$ cat config.mk
export PLATFORM = sky130hd
export DESIGN_NAME = multiplexer
export DESIGN_NICKNAME = d
export VERILOG_FILES = /design/src/rtl/multiplexer.sv
export SDC_FILE = /design/constraint.sdc
export NUM_CORES = 1
export LEC_CHECK = 0
export ABC_CLOCK_PERIOD_IN_PS = 1600
export CAP_MARGIN = 30
export CORE_MARGIN = 8
export CORE_UTILIZATION = 35
export CTS_BUF_LIST = sky130_fd_sc_hd__clkbuf_8
export DETAILED_ROUTE_END_ITERATION = 7
export PLACE_DENSITY = 0.8
export SLEW_MARGIN = 0
export SYNTH_ARGS = -nofsm -noshare
export SYNTH_HDL_FRONTEND = slang
export SYNTH_SLANG_ARGS = --single-unit
$ cat constraint.sdc
create_clock -name clk -period 1.6 [get_ports clk]
set_clock_uncertainty 0.05 [all_clocks]
set_input_delay 0.16 -clock clk [delete_from_list [all_inputs] [get_ports clk]]
set_output_delay 0.16 -clock clk [all_outputs]
set_load 0.05 [all_outputs]
$ cat src/rtl/multiplexer.sv
// ---------------------------------------------------------------------------
// multiplexer
//
// Selects between functional data and BIST-controller data on its way to the
// memory. It also tracks which mode is active, pulses on each mode change and
// keeps a saturating count of those changes.
//
// Parameters
//   WIDTH    data width of normal_in / bist_in / out (1..1024)
//   REG_OUT  0 = combinational data path, 1 = registered data path
//
// Ports
//   clk           rising-edge clock for all state
//   rst           synchronous active-high reset
//   Nbart         mode select: 0 = normal, 1 = BIST
//   normal_in     functional-path data
//   bist_in       BIST-controller data
//   out           selected data toward the memory
//   bist_active   registered copy of Nbart
//   mode_switch   one-cycle pulse on each registered mode change
//   switch_count  saturating (at 255) count of mode changes since reset
// ---------------------------------------------------------------------------
module multiplexer #(
    parameter int unsigned WIDTH   = 10,
    parameter int unsigned REG_OUT = 0
) (
    input  logic             clk,
    input  logic             rst,
    input  logic             Nbart,
    input  logic [WIDTH-1:0] normal_in,
    input  logic [WIDTH-1:0] bist_in,
    output logic [WIDTH-1:0] out,
    output logic             bist_active,
    output logic             mode_switch,
    output logic [7:0]       switch_count
);

    logic [WIDTH-1:0] sel_data;

    always_comb begin
        sel_data = normal_in;
        if (Nbart) begin
            sel_data = bist_in;
        end
    end

    // Only the registered variant sees reset; the combinational path keeps
    // following its inputs even while rst is high.
    generate
        if (REG_OUT != 0) begin : g_reg_out
            logic [WIDTH-1:0] out_q;

            always_ff @(posedge clk) begin
                if (rst) begin
                    out_q <= '0;
                end else begin
                    out_q <= sel_data;
                end
            end

            assign out = out_q;
        end else begin : g_comb_out
            assign out = sel_data;
        end
    endgenerate

    // A change is detected by comparing the incoming select against the
    // value captured on the previous edge, so the pulse lines up with the
    // edge on which bist_active takes its new value.
    always_ff @(posedge clk) begin
        if (rst) begin
            bist_active  <= 1'b0;
            mode_switch  <= 1'b0;
            switch_count <= '0;
        end else begin
            bist_active <= Nbart;
            mode_switch <= Nbart ^ bist_active;
            if (mode_switch && (switch_count != 8'hFF)) begin
                switch_count <= switch_count + 8'd1;
            end
        end
    end

endmodule

==> results of run 1 <==
==> logic make-up after synthesis <==
group,Yosys count
AOI/OAI and AO/OA,10
xor gates and xnor gates,1
adders and majority gates,1
buffers and inverters,2
DFF,10
muxes,13
and+or+nand+nor,24
==> path summary, 6_finish.rpt <==
check	endpoint	startpoint	cells after the start	slack, ns
setup / recovery	out[5]	Nbart	4	0.04
hold / removal	switch_count[1]	switch_count[1]	2	0.45
setup reg to reg	switch_count[5]	switch_count[1]	4	0.07
hold reg to reg	switch_count[1]	switch_count[1]	2	0.45
==> worst register-to-register path: stages (launching register included) <==
cell and delay, ns:
dfxtp_2 0.33, ha_1 0.23, and4_4 0.23, a211oi_2 0.26
mux2_4 0.32
==> metrics by stage <==
step | hold WS [ns] | setup TNS (ns)
2_1_floorplan | 0.286 | -0.00622
3_3_place_gp | 0.435 | 0
3_5_place_dp | 0.447 | 0
4_1_cts | 0.454 | 0
5_1_grt | 0.474 | 0
6_report | 0.448 | 0
==> placed cells by master (no fill, tap or decap), drive strengths merged <==
cell           netlist  routed
buf                  2      24
clkdlybuf4s50        0      22
mux2                12      12
dfxtp               10      10
nor2                 6       6
nor2b                4       4
and4                 4       4
a21oi                3       3
clkbuf               0       3
a31oi                2       2
nor3                 2       2
nand2b               2       2
a211oi               2       2
and3                 1       1
nand3                1       1
a21boi               1       1
mux2i                1       1
a41o                 1       1
and2b                1       1
nand4                1       1
nand2                1       1
and3b                1       1
xnor2                1       1
a311oi               1       1
ha                   1       1
==> per-layer routing <==
metal	vias up	part of all wire	wire (um)
li1	327	-	-
met5	-	0	0
met3	5	0.17	318
met4	0	0.023	43
met1	309	0.36	672
met2	41	0.45	846
==> registers in the layout, summed over array words and instances, names as in the netlist <==
name	cells
switch_count	8
bist_active	1
mode_switch	1
==> cell type report <==
| type | instances | area (um^2) | share of cell area |
|---|---|---|---|
| Clock buffer | 3 | 41.3 | 0.0386 |
| Multi-Input combinational cell | 49 | 402 | 0.376 |
| Sequential cell | 10 | 204 | 0.191 |
| Tap cell | 17 | 21.3 | 0.0199 |
| Timing Repair Buffer | 46 | 400 | 0.375 |
==> report_power, final <==
group / switching, uW / internal (uW)
logic: 143 / 121
registers: 5.29 / 258
clock network: 87.8 / 164
total: 237 / 543
==> summary.txt, run 1 <==
Outcome
  – Run status: finished clean

Clocking
  – Gates resized, CTS repair: 0
  – Sinks on the clock net: 10
  – Number of CTS-inserted buffers: 3
  – H-Tree Level Count: 1
  – Later-pin clock latency in the skew report: 0.23 ns
  – Maximum clock path buffer count: 2
  – Post-CTS Setup Bufs: 0
  – TritonCTS clock tree: yes
  – Library cell used as clock root buffer: clkbuf_8
  – CTS clk-pin slew, worst paths: 0.04 ns
  – Number of buffers inserted by hold repair at cts: 0

Worst setup path
  – Crit path capture type: output pin
  – Cell-by-cell trace of the critical path: clkdlybuf4s50_1 > buf_4 > mux2_2 > buf_4
  – Arrival time of data at the critical path endpoint: 1.35 ns
  – Slowest Stage Delay on Critical Path: 0.45 ns
  – Startpoint type of the worst setup path: input pin
  – Type of the worst setup path: input pin to output pin
  – Slowest library cell on the worst path: clkdlybuf4s50_1
  – Top Family by Delay on Critical Path: buffers and inverters
  – Worst Path Required: 1.39 ns
  – Most common cell on crit path: buf_4
  – Count of buffer and inverter cells on the critical path: 3
  – Critical Path Fanout Max: 12

Die
  – Die span in y: 57.9 um
  – Chip width: 57.9 um
  – Die footprint: 3350 um^2
  – Placeable Area: 1690 um^2
  – Io pins: 43
  – Total number of placement rows: 15
  – Effective utilization at floorplan: 0.364

STA
  – Rel. slew slack: 0.844
  – Maximum clock rate: 0.642 GHz
  – Hold Fails Final Rpt: 0
  – Setup slack after layout: 0.0419 ns
  – Share of the cycle needed by the critical path after routing: 0.974
  – Count of endpoints failing setup in the final report: 0
  – RSZ-0062 raised after global routing: false
  – Transition time at the pin with the least slew margin: 0.233 ns
  – Period minus WS final: 1.56 ns
  – Final-report max-slew violation count: 0

Synth
  – Share of the synthesized netlist area taken by xor and xnor gates: 0.0143
  – Library cells used by synthesis: 27
  – Top flip-flop cell by instance count after synthesis: dfxtp_1
  – Area fraction of the dominant cell type after synthesis: 0.326
  – Netlist Area Pre-Place: 614 um^2
  – Fraction of the mapped netlist area in adder cells: 0.0204
  – Area fraction in and, or, nand and nor cells after synthesis: 0.244
  – Avg Cell Area, Syn: 10.1 um^2
  – Cell count after synthesis: 61
  – Cell taking the most area after synthesis: dfxtp_1
  – Sequential fraction of the synthesis area: 0.326
  – Fraction of synthesized area in multiplexers: 0.248
  – Synthesis Warnings: 0
  – Largest family of logic cells by synthesized area: multiplexers
  – Most frequent cells after synthesis: dfxtp_1, mux2_2, nor2_1, nor2b_1
  – Compound-Gate Fraction of Synth Area: 0.126
  – Post-synth EDFFs: 0
  – Async SR Flop Fraction: 0
  – Largest cells by area after synthesis: dfxtp_1, mux2_2, mux2_4, and4_1, nor2b_1
  – Net count after synthesis: 85
  – Flip-flop and latch count after synthesis: 10

Route
  – Mean routed wirelength per cell: 15.0 um
  – Number of nets still failing antenna checks after routing: 0
  – Number of optimization iterations in the first detailed-route pass: 4
  – DRC marker count from the first detailed-route iteration: 3
  – DRC errors left: 0
  – Routed vias/inst: 5.46
  – Sum of routed wire length over all layers: 1880 um
  – Via Count: 682

Global route
  – GRT met1 Usage: 0.0925
  – Wire length of the first global-routing pass: 2990 um
  – Antenna violations before repair: 0
  – Combined global-route utilization of all metal layers: 0.116
  – Total congestion overflow: 0
  – Vias in the first global route: 749
  – Largest net degree at the start of global routing: 13
  – Global route hottest layer: met2
  – Met2 usage: 0.189
  – Global routing met3 resource utilization: 0.0949

Hold path
  – Worst hold path class: flop to flop

Placed design
  – Cell area after placement: 1030 um^2
  – Post-DP HPWL: 1620 um
  – Count of input and output buffers: 42
  – Cells after DPL: 122
  – Placer congestion estimate: 0.748
  – Worst slack, placed: 0.0338 ns

Final layout
  – Area growth, synth to finish: 73.9%
  – Cell area after layout: 1070 um^2
  – Final core occ: 0.633
  – Fraction of layout instances using a drive strength above 1: 0.426
  – Final-stage net count: 134
  – Number of inserted filler cells in the final layout: 157
  – Number of inserted diodes: 0
  – Number of standard cells in the final layout excluding fillers: 125

Pwr
  – Worst IR Drop VDD: 0.530 mV
  – Total power consumption of the routed design: 780 uW
  – Leakage power of the design: 0.000457 uW
  – Cell Pwr Density: 730 nW/um^2

Flow run
  – Max-cap violations: 0
(Power assumes the default switching activity.)
==> inputs of run 2 (changes only) <==
--- a/config.mk
+++ b/config.mk
@@ -11,7 +11,7 @@
 export CORE_UTILIZATION = 35
 export CTS_BUF_LIST = sky130_fd_sc_hd__clkbuf_8
 export DETAILED_ROUTE_END_ITERATION = 7
-export PLACE_DENSITY = 0.8
+export PLACE_DENSITY = 0.85
 export SLEW_MARGIN = 0
 export SYNTH_ARGS = -nofsm -noshare
 export SYNTH_HDL_FRONTEND = slang
==> run 2 against run 1 <==
  * Sequential power is essentially flat
  * Register-to-register slack is essentially flat
  * Non-clock buffer count shrank 1
  * Die area is the same
  * Combinational power shrank 2%
  * Critical path depth is the same
  * Clock power grew 24%
  * Clock-buffer cell count grew 1
  * Sequential share of layout area shrank 0.18 points
  * Global-route usage grew 0.76 points
==> summary.txt, run 2 (synthesis gave the netlist of run 1 again) <==
Outcome
  – Run status: finished clean (unchanged)

Pwr
  – Cell Pwr Density: 777 nW/um^2 (was 730 nW/um^2)
  – Portion of total power attributed to sequential cells: 0.316 (was 0.338)
  – Total power consumption of the routed design: 838 uW (was 780 uW)
  – Switching component of the power: 245 uW (was 237 uW)
  – Switching Share: 0.292 (was 0.303)
  – Comb power frac: 0.312 (was 0.339)
  – Internal cell power: 594 uW (was 543 uW)
  – Clock share of power: 0.372 (was 0.323)
  – Leakage power of the design: 0.000461 uW (was 0.000457 uW)
  – Worst IR Drop VDD: 0.428 mV (was 0.530 mV)

Final layout
  – Fraction of layout instances using a drive strength above 1: 0.426 (unchanged)
  – Final-stage net count: 133 (was 134)
  – Largest registers: switch_count x8, bist_active x1, mode_switch x1 (unchanged)
  – Number of flip-flops under the largest register name: 8 (unchanged)
  – Number of inserted filler cells in the final layout: 157 (unchanged)
  – Number of standard cells in the final layout excluding fillers: 125 (unchanged)
  – Number of inserted diodes: 0 (unchanged)
  – Final core occ: 0.639 (was 0.633)
  – Commonest cells after routing, fill and taps aside: clkdlybuf4s50_1, buf_4, mux2_2 (was buf_4, clkdlybuf4s50_1, mux2_2)
  – Area growth, synth to finish: 75.6% (was 73.9%)
  – Largest Register: switch_count (unchanged)

STA
  – Worst Hold Slack: 0.459 ns (was 0.448 ns)
  – Transition time at the pin with the least slew margin: 0.255 ns (was 0.233 ns)
  – Period minus WS final: 1.55 ns (was 1.56 ns)
  – Final-report max-slew violation count: 0 (unchanged)
  – Setup slack after layout: 0.0540 ns (was 0.0419 ns)
  – Maximum clock rate: 0.647 GHz (was 0.642 GHz)
  – RSZ-0062 raised after global routing: false (unchanged)
  – Hold Fails Final Rpt: 0 (unchanged)
  – Rel. slew slack: 0.830 (was 0.844)
  – Share of the cycle needed by the critical path after routing: 0.966 (was 0.974)
  – Count of endpoints failing setup in the final report: 0 (unchanged)

Route
  – DRC errors left: 0 (unchanged)
  – Sum of routed wire length over all layers: 1970 um (was 1880 um)
  – DRC marker count from the first detailed-route iteration: 5 (was 3)
  – Routed vias/inst: 5.21 (was 5.46)
  – Via Count: 651 (was 682)
  – Number of optimization iterations in the first detailed-route pass: 2 (was 4)
  – Number of nets still failing antenna checks after routing: 0 (unchanged)
  – Mean routed wirelength per cell: 15.7 um (was 15.0 um)

Clocking
  – Number of CTS-inserted buffers: 3 (unchanged)
  – CTS clk-pin slew, worst paths: 0.05 ns (was 0.04 ns)
  – Maximum clock path buffer count: 2 (unchanged)
  – H-Tree Level Count: 1 (unchanged)
  – Later-pin clock latency in the skew report: 0.23 ns (about the same)
  – Sinks on the clock net: 10 (unchanged)
  – Number of buffers inserted by hold repair at cts: 0 (unchanged)
  – TritonCTS clock tree: yes (unchanged)
  – Library cell used as clock root buffer: clkbuf_8 (unchanged)

Worst setup path
  – Crit path capture type: output pin (unchanged)
  – Cell-by-cell trace of the critical path: clkdlybuf4s50_1 > buf_6 > mux2_2 > buf_4 (was clkdlybuf4s50_1 > buf_4 > mux2_2 > buf_4)
  – Startpoint type of the worst setup path: input pin (unchanged)
  – Critical Path Fanout Max: 12 (unchanged)
  – Register-to-register path setup slack: 0.08 ns (was 0.07 ns)
  – Worst Path Required: 1.39 ns (about the same)
  – Origin of the critical flop-to-flop path: switch_count[1] (unchanged)
  – Arrival time of data at the critical path endpoint: 1.34 ns (was 1.35 ns)
  – FF-to-FF path depth: 4 (unchanged)
  – Slowest library cell on the worst path: clkdlybuf4s50_1 (unchanged)
  – Type of the worst setup path: input pin to output pin (unchanged)
  – Endpoint of the worst register-to-register path: switch_count[5] (unchanged)
  – Slowest Stage Delay on Critical Path: 0.48 ns (was 0.45 ns)

Die
  – Effective utilization at floorplan: 0.364 (unchanged)
  – Placeable Area: 1690 um^2 (unchanged)
  – Total number of placement rows: 15 (unchanged)
  – Die footprint: 3350 um^2 (unchanged)
  – Die span in y: 57.9 um (unchanged)
  – Io pins: 43 (unchanged)
  – Chip width: 57.9 um (unchanged)

Global route
  – Total congestion overflow: 0 (unchanged)
  – Vias in the first global route: 720 (was 749)
  – Antenna violations before repair: 0 (unchanged)
  – Largest net degree at the start of global routing: 13 (unchanged)
  – Wire length of the first global-routing pass: 3200 um (was 2990 um)
  – Combined global-route utilization of all metal layers: 0.123 (was 0.116)

Flow run
  – Max-cap violations: 0 (unchanged)

Placed design
  – Worst slack, placed: 0.0103 ns (was 0.0338 ns)
  – Post-DP HPWL: 1670 um (was 1620 um)
  – Cells after DPL: 121 (was 122)
  – Count of input and output buffers: 42 (unchanged)
  – Placer congestion estimate: 0.837 (was 0.748)

Hold path
  – Worst hold stages: 2 (unchanged)
  – Hold Crit Start: switch_count[1] (unchanged)
  – Worst hold path class: flop to flop (unchanged)
  – End point of the worst hold path: switch_count[1] (unchanged)
-- run 2: layout make-up --
class,instances,area [um^2],share of cell area
Clock buffer,4,55.1,0.0510
Multi-Input combinational cell,49,402,0.372
Sequential cell,10,204,0.189
Tap cell,17,21.3,0.0197
Timing Repair Buffer,45,397,0.368
-- run 2: power groups by stage --
stage	Clock [uW]	Sequential, uW	Combinational (uW)
floorplan	0	296	124
global placement	0	270	259
detailed placement	0	270	264
CTS	317	265	264
global route	336	265	276
finish	312	265	261
-- run 2: worst max path at each step --
stage	endpoint	slack [ns]	startpoint	cells after the start
5_1_grt	out[6]	0.008	Nbart	4
2_1_floorplan	switch_count[5]	-0.006	switch_count[2]	3
3_3_place_gp	out[7]	0.04	Nbart	4
6_report	out[7]	0.05	Nbart	4
4_1_cts	out[7]	0.01	Nbart	4
3_5_place_dp	out[7]	0.01	Nbart	4
-- run 2: stage by stage --
step	setup TNS, ns	area [um^2]
detailed placement	0	1020
global route	0	1080
global placement	0	1020
finish	0	1080
floorplan	-0.00622	618
CTS	0	1070
-- run 2: worst max-delay path: cells and delay by family --
kind / cells / cell delay, ns
buffers and inverters: 3 / 0.83
muxes: 1 / 0.35
-- run 2: per-layer routing --
layer / vias to the layer above / global-route usage / wire, um / part of all wire
met5: - / 0 / 0 / 0
met2: 38 / 0.209 / 893 / 0.45
met4: 0 / 0.0524 / 8 / 0.0041
li1: 323 / - / - / -
met1: 288 / 0.109 / 756 / 0.38
met3: 2 / 0.0905 / 310 / 0.16
-- run 2: what timing repair did --
item	CTS	global route
resized for setup	0	1
endpoints found under the setup margin	0	6
endpoints found under the hold margin	0	0
setup buffers	0	0
==> inputs of run 3 (changes only) <==
--- a/config.mk
+++ b/config.mk
@@ -11,7 +11,7 @@
 export CORE_UTILIZATION = 35
 export CTS_BUF_LIST = sky130_fd_sc_hd__clkbuf_8
 export DETAILED_ROUTE_END_ITERATION = 7
-export PLACE_DENSITY = 0.85
+export PLACE_DENSITY_LB_ADDON = 0.25
 export SLEW_MARGIN = 0
 export SYNTH_ARGS = -nofsm -noshare
 export SYNTH_HDL_FRONTEND = slang
==> run 3 against run 2 <==
  * Via count is the same
  * Flip-flop and latch count stayed put
  * Clock-buffer cell count fell by 1
  * Non-clock buffer count unchanged
  * First-iteration DRC count down 20%
  * Clock power is 20% lower
  * Combinational power about the same
  * Final cell count shrank 0.80%
  * Sequential power about the same
  * Largest cell class is now buffers
==> summary.txt, run 3 (synthesis gave the netlist of run 1 again) <==
Outcome
  – Run status: finished clean (unchanged)

Worst setup path
  – Type of the worst setup path: input pin to output pin (unchanged)
  – Crit path capture type: output pin (unchanged)
  – Worst Path Required: 1.39 ns (about the same)
  – Critical Path Fanout Max: 12 (unchanged)
  – Startpoint type of the worst setup path: input pin (unchanged)
  – Launching instance or port of the critical path: Nbart (unchanged)
  – FF-to-FF path depth: 4 (unchanged)
  – Endpoint of the worst register-to-register path: switch_count[5] (unchanged)
  – Register-to-register path setup slack: 0.07 ns (was 0.08 ns)
  – Arrival time of data at the critical path endpoint: 1.32 ns (was 1.34 ns)
  – Origin of the critical flop-to-flop path: switch_count[0] (was switch_count[1])

Die
  – Chip width: 57.9 um (unchanged)
  – Die span in y: 57.9 um (unchanged)
  – Placeable Area: 1690 um^2 (unchanged)
  – Io pins: 43 (unchanged)
  – Total number of placement rows: 15 (unchanged)
  – Effective utilization at floorplan: 0.364 (unchanged)
  – Die footprint: 3350 um^2 (unchanged)

Hold path
  – Hold Crit Start: switch_count[1] (unchanged)
  – End point of the worst hold path: switch_count[1] (unchanged)
  – Worst hold stages: 2 (unchanged)
  – Worst hold path class: flop to flop (unchanged)

Clocking
  – TritonCTS clock tree: yes (unchanged)
  – Number of buffers inserted by hold repair at cts: 0 (unchanged)
  – Post-CTS Setup Bufs: 0 (unchanged)
  – Sinks on the clock net: 10 (unchanged)
  – Later-pin clock latency in the skew report: 0.23 ns (about the same)
  – Library cell used as clock root buffer: clkbuf_8 (unchanged)
  – CTS clk-pin slew, worst paths: 0.04 ns (was 0.05 ns)
  – Gates resized, CTS repair: 0 (unchanged)
  – Maximum clock path buffer count: 2 (unchanged)
  – H-Tree Level Count: 1 (unchanged)
  – Number of CTS-inserted buffers: 3 (unchanged)

Route
  – Routed vias/inst: 5.25 (was 5.21)
  – Mean routed wirelength per cell: 14.4 um (was 15.7 um)
  – Sum of routed wire length over all layers: 1780 um (was 1970 um)
  – DRC marker count from the first detailed-route iteration: 4 (was 5)
  – DRC errors left: 0 (unchanged)
  – Via Count: 651 (unchanged)
  – Number of nets still failing antenna checks after routing: 0 (unchanged)
  – Number of optimization iterations in the first detailed-route pass: 3 (was 2)

Final layout
  – Number of standard cells in the final layout excluding fillers: 124 (was 125)
  – Fraction of layout instances using a drive strength above 1: 0.421 (was 0.426)
  – Number of inserted filler cells in the final layout: 151 (was 157)
  – Largest Register: switch_count (unchanged)
  – Storage cell area: 204 um^2 (unchanged)
  – Combined area of the multi-input logic cells: 402 um^2 (unchanged)
  – Final-stage net count: 133 (unchanged)
  – Area growth, synth to finish: 74.7% (was 75.6%)
  – Largest registers: switch_count x8, bist_active x1, mode_switch x1 (unchanged)
  – Commonest cells after routing, fill and taps aside: clkdlybuf4s50_1, buf_4, mux2_2 (unchanged)
  – Number of flip-flops under the largest register name: 8 (unchanged)
  – Number of inserted diodes: 0 (unchanged)

Global route
  – Antenna violations before repair: 0 (unchanged)
  – Wire length of the first global-routing pass: 2860 um (was 3200 um)
  – Combined global-route utilization of all metal layers: 0.108 (was 0.123)
  – Vias in the first global route: 662 (was 720)
  – Global route hottest layer: met2 (unchanged)
  – Global routing met3 resource utilization: 0.0552 (was 0.0905)
  – Largest net degree at the start of global routing: 13 (unchanged)
  – GRT met1 Usage: 0.104 (was 0.109)
  – Met2 usage: 0.182 (was 0.209)
  – Total congestion overflow: 0 (unchanged)

Placed design
  – Count of input and output buffers: 42 (unchanged)
  – Post-DP HPWL: 1510 um (was 1670 um)
  – Cells after DPL: 121 (unchanged)
  – Placer congestion estimate: 0.786 (was 0.837)

STA
  – Period minus WS final: 1.53 ns (was 1.55 ns)
  – Hold Fails Final Rpt: 0 (unchanged)
  – Transition time at the pin with the least slew margin: 0.240 ns (was 0.255 ns)
  – Count of endpoints failing setup in the final report: 0 (unchanged)
  – RSZ-0062 raised after global routing: false (unchanged)
  – Share of the cycle needed by the critical path after routing: 0.959 (was 0.966)
  – Rel. slew slack: 0.840 (was 0.830)
  – Maximum clock rate: 0.652 GHz (was 0.647 GHz)
  – Final-report max-slew violation count: 0 (unchanged)

Pwr
  – Clock share of power: 0.323 (was 0.372)
  – Worst IR Drop VDD: 0.369 mV (was 0.428 mV)
  – Switching Share: 0.301 (was 0.292)
  – Total power consumption of the routed design: 777 uW (was 838 uW)
  – Leakage power of the design: 0.000457 uW (was 0.000461 uW)
  – Comb power frac: 0.335 (was 0.312)
  – Cell Pwr Density: 724 nW/um^2 (was 777 nW/um^2)
  – Portion of total power attributed to sequential cells: 0.343 (was 0.316)
  – Switching component of the power: 234 uW (was 245 uW)
  – Internal cell power: 543 uW (was 594 uW)

Flow run
  – Max-cap violations: 0 (unchanged)
-- run 3: cell types whose count changed in the layout (fill, tap and decap cells not counted), sizes merged --
cell / change
clkbuf: -1
-- run 3: final cells by class --
cell class                      count  area share
Multi-Input combinational cell     49       0.374
Sequential cell                    10       0.190
Timing Repair Buffer               45       0.378
Tap cell                           17      0.0198
Clock buffer                        3      0.0385
-- run 3: power groups by stage --
stage / Combinational [uW] / Sequential, uW / Clock, uW
after CTS: 263 / 266 / 260
after global routing: 272 / 267 / 271
after floorplan: 124 / 296 / 0
after global placement: 260 / 270 / 0
final: 260 / 266 / 251
after detailed placement: 262 / 271 / 0
-- run 3: metal layers --
layer / wire length (um) / vias up
li1: - / 325
met1: 711 / 300
met2: 882 / 24
met3: 163 / 2
met4: 27 / 0
met5: 0 / -
-- run 3: worst max-delay path, cell delays in order --
cell             delay (ns)
clkdlybuf4s50_1        0.50
buf_12                 0.14
mux2_2                 0.33
buf_4                  0.19
-- run 3: worst max-delay path by stage --
stage	to	slack [ns]	cells past startpoint
6_report	out[6]	0.07	4
3_5_place_dp	out[4]	0.06	4
4_1_cts	out[4]	0.06	4
2_1_floorplan	switch_count[5]	-0.006	3
5_1_grt	switch_count[5]	0.03	4
3_3_place_gp	out[7]	0.06	4
-- run 3: stage by stage --
stage | hold slack, ns | cell area [um^2] | TNS (ns) | util | worst slack (ns)
2_1_floorplan | 0.286 | 618 | -0.00622 | - | -0.00622
3_3_place_gp | 0.440 | 1030 | 0 | 0.611 | 0.0575
3_5_place_dp | 0.450 | 1030 | 0 | 0.611 | 0.0587
4_1_cts | 0.458 | 1070 | 0 | 0.636 | 0.0579
5_1_grt | 0.485 | 1070 | 0 | 0.636 | 0.0261
6_report | 0.459 | 1070 | 0 | 0.636 | 0.0655
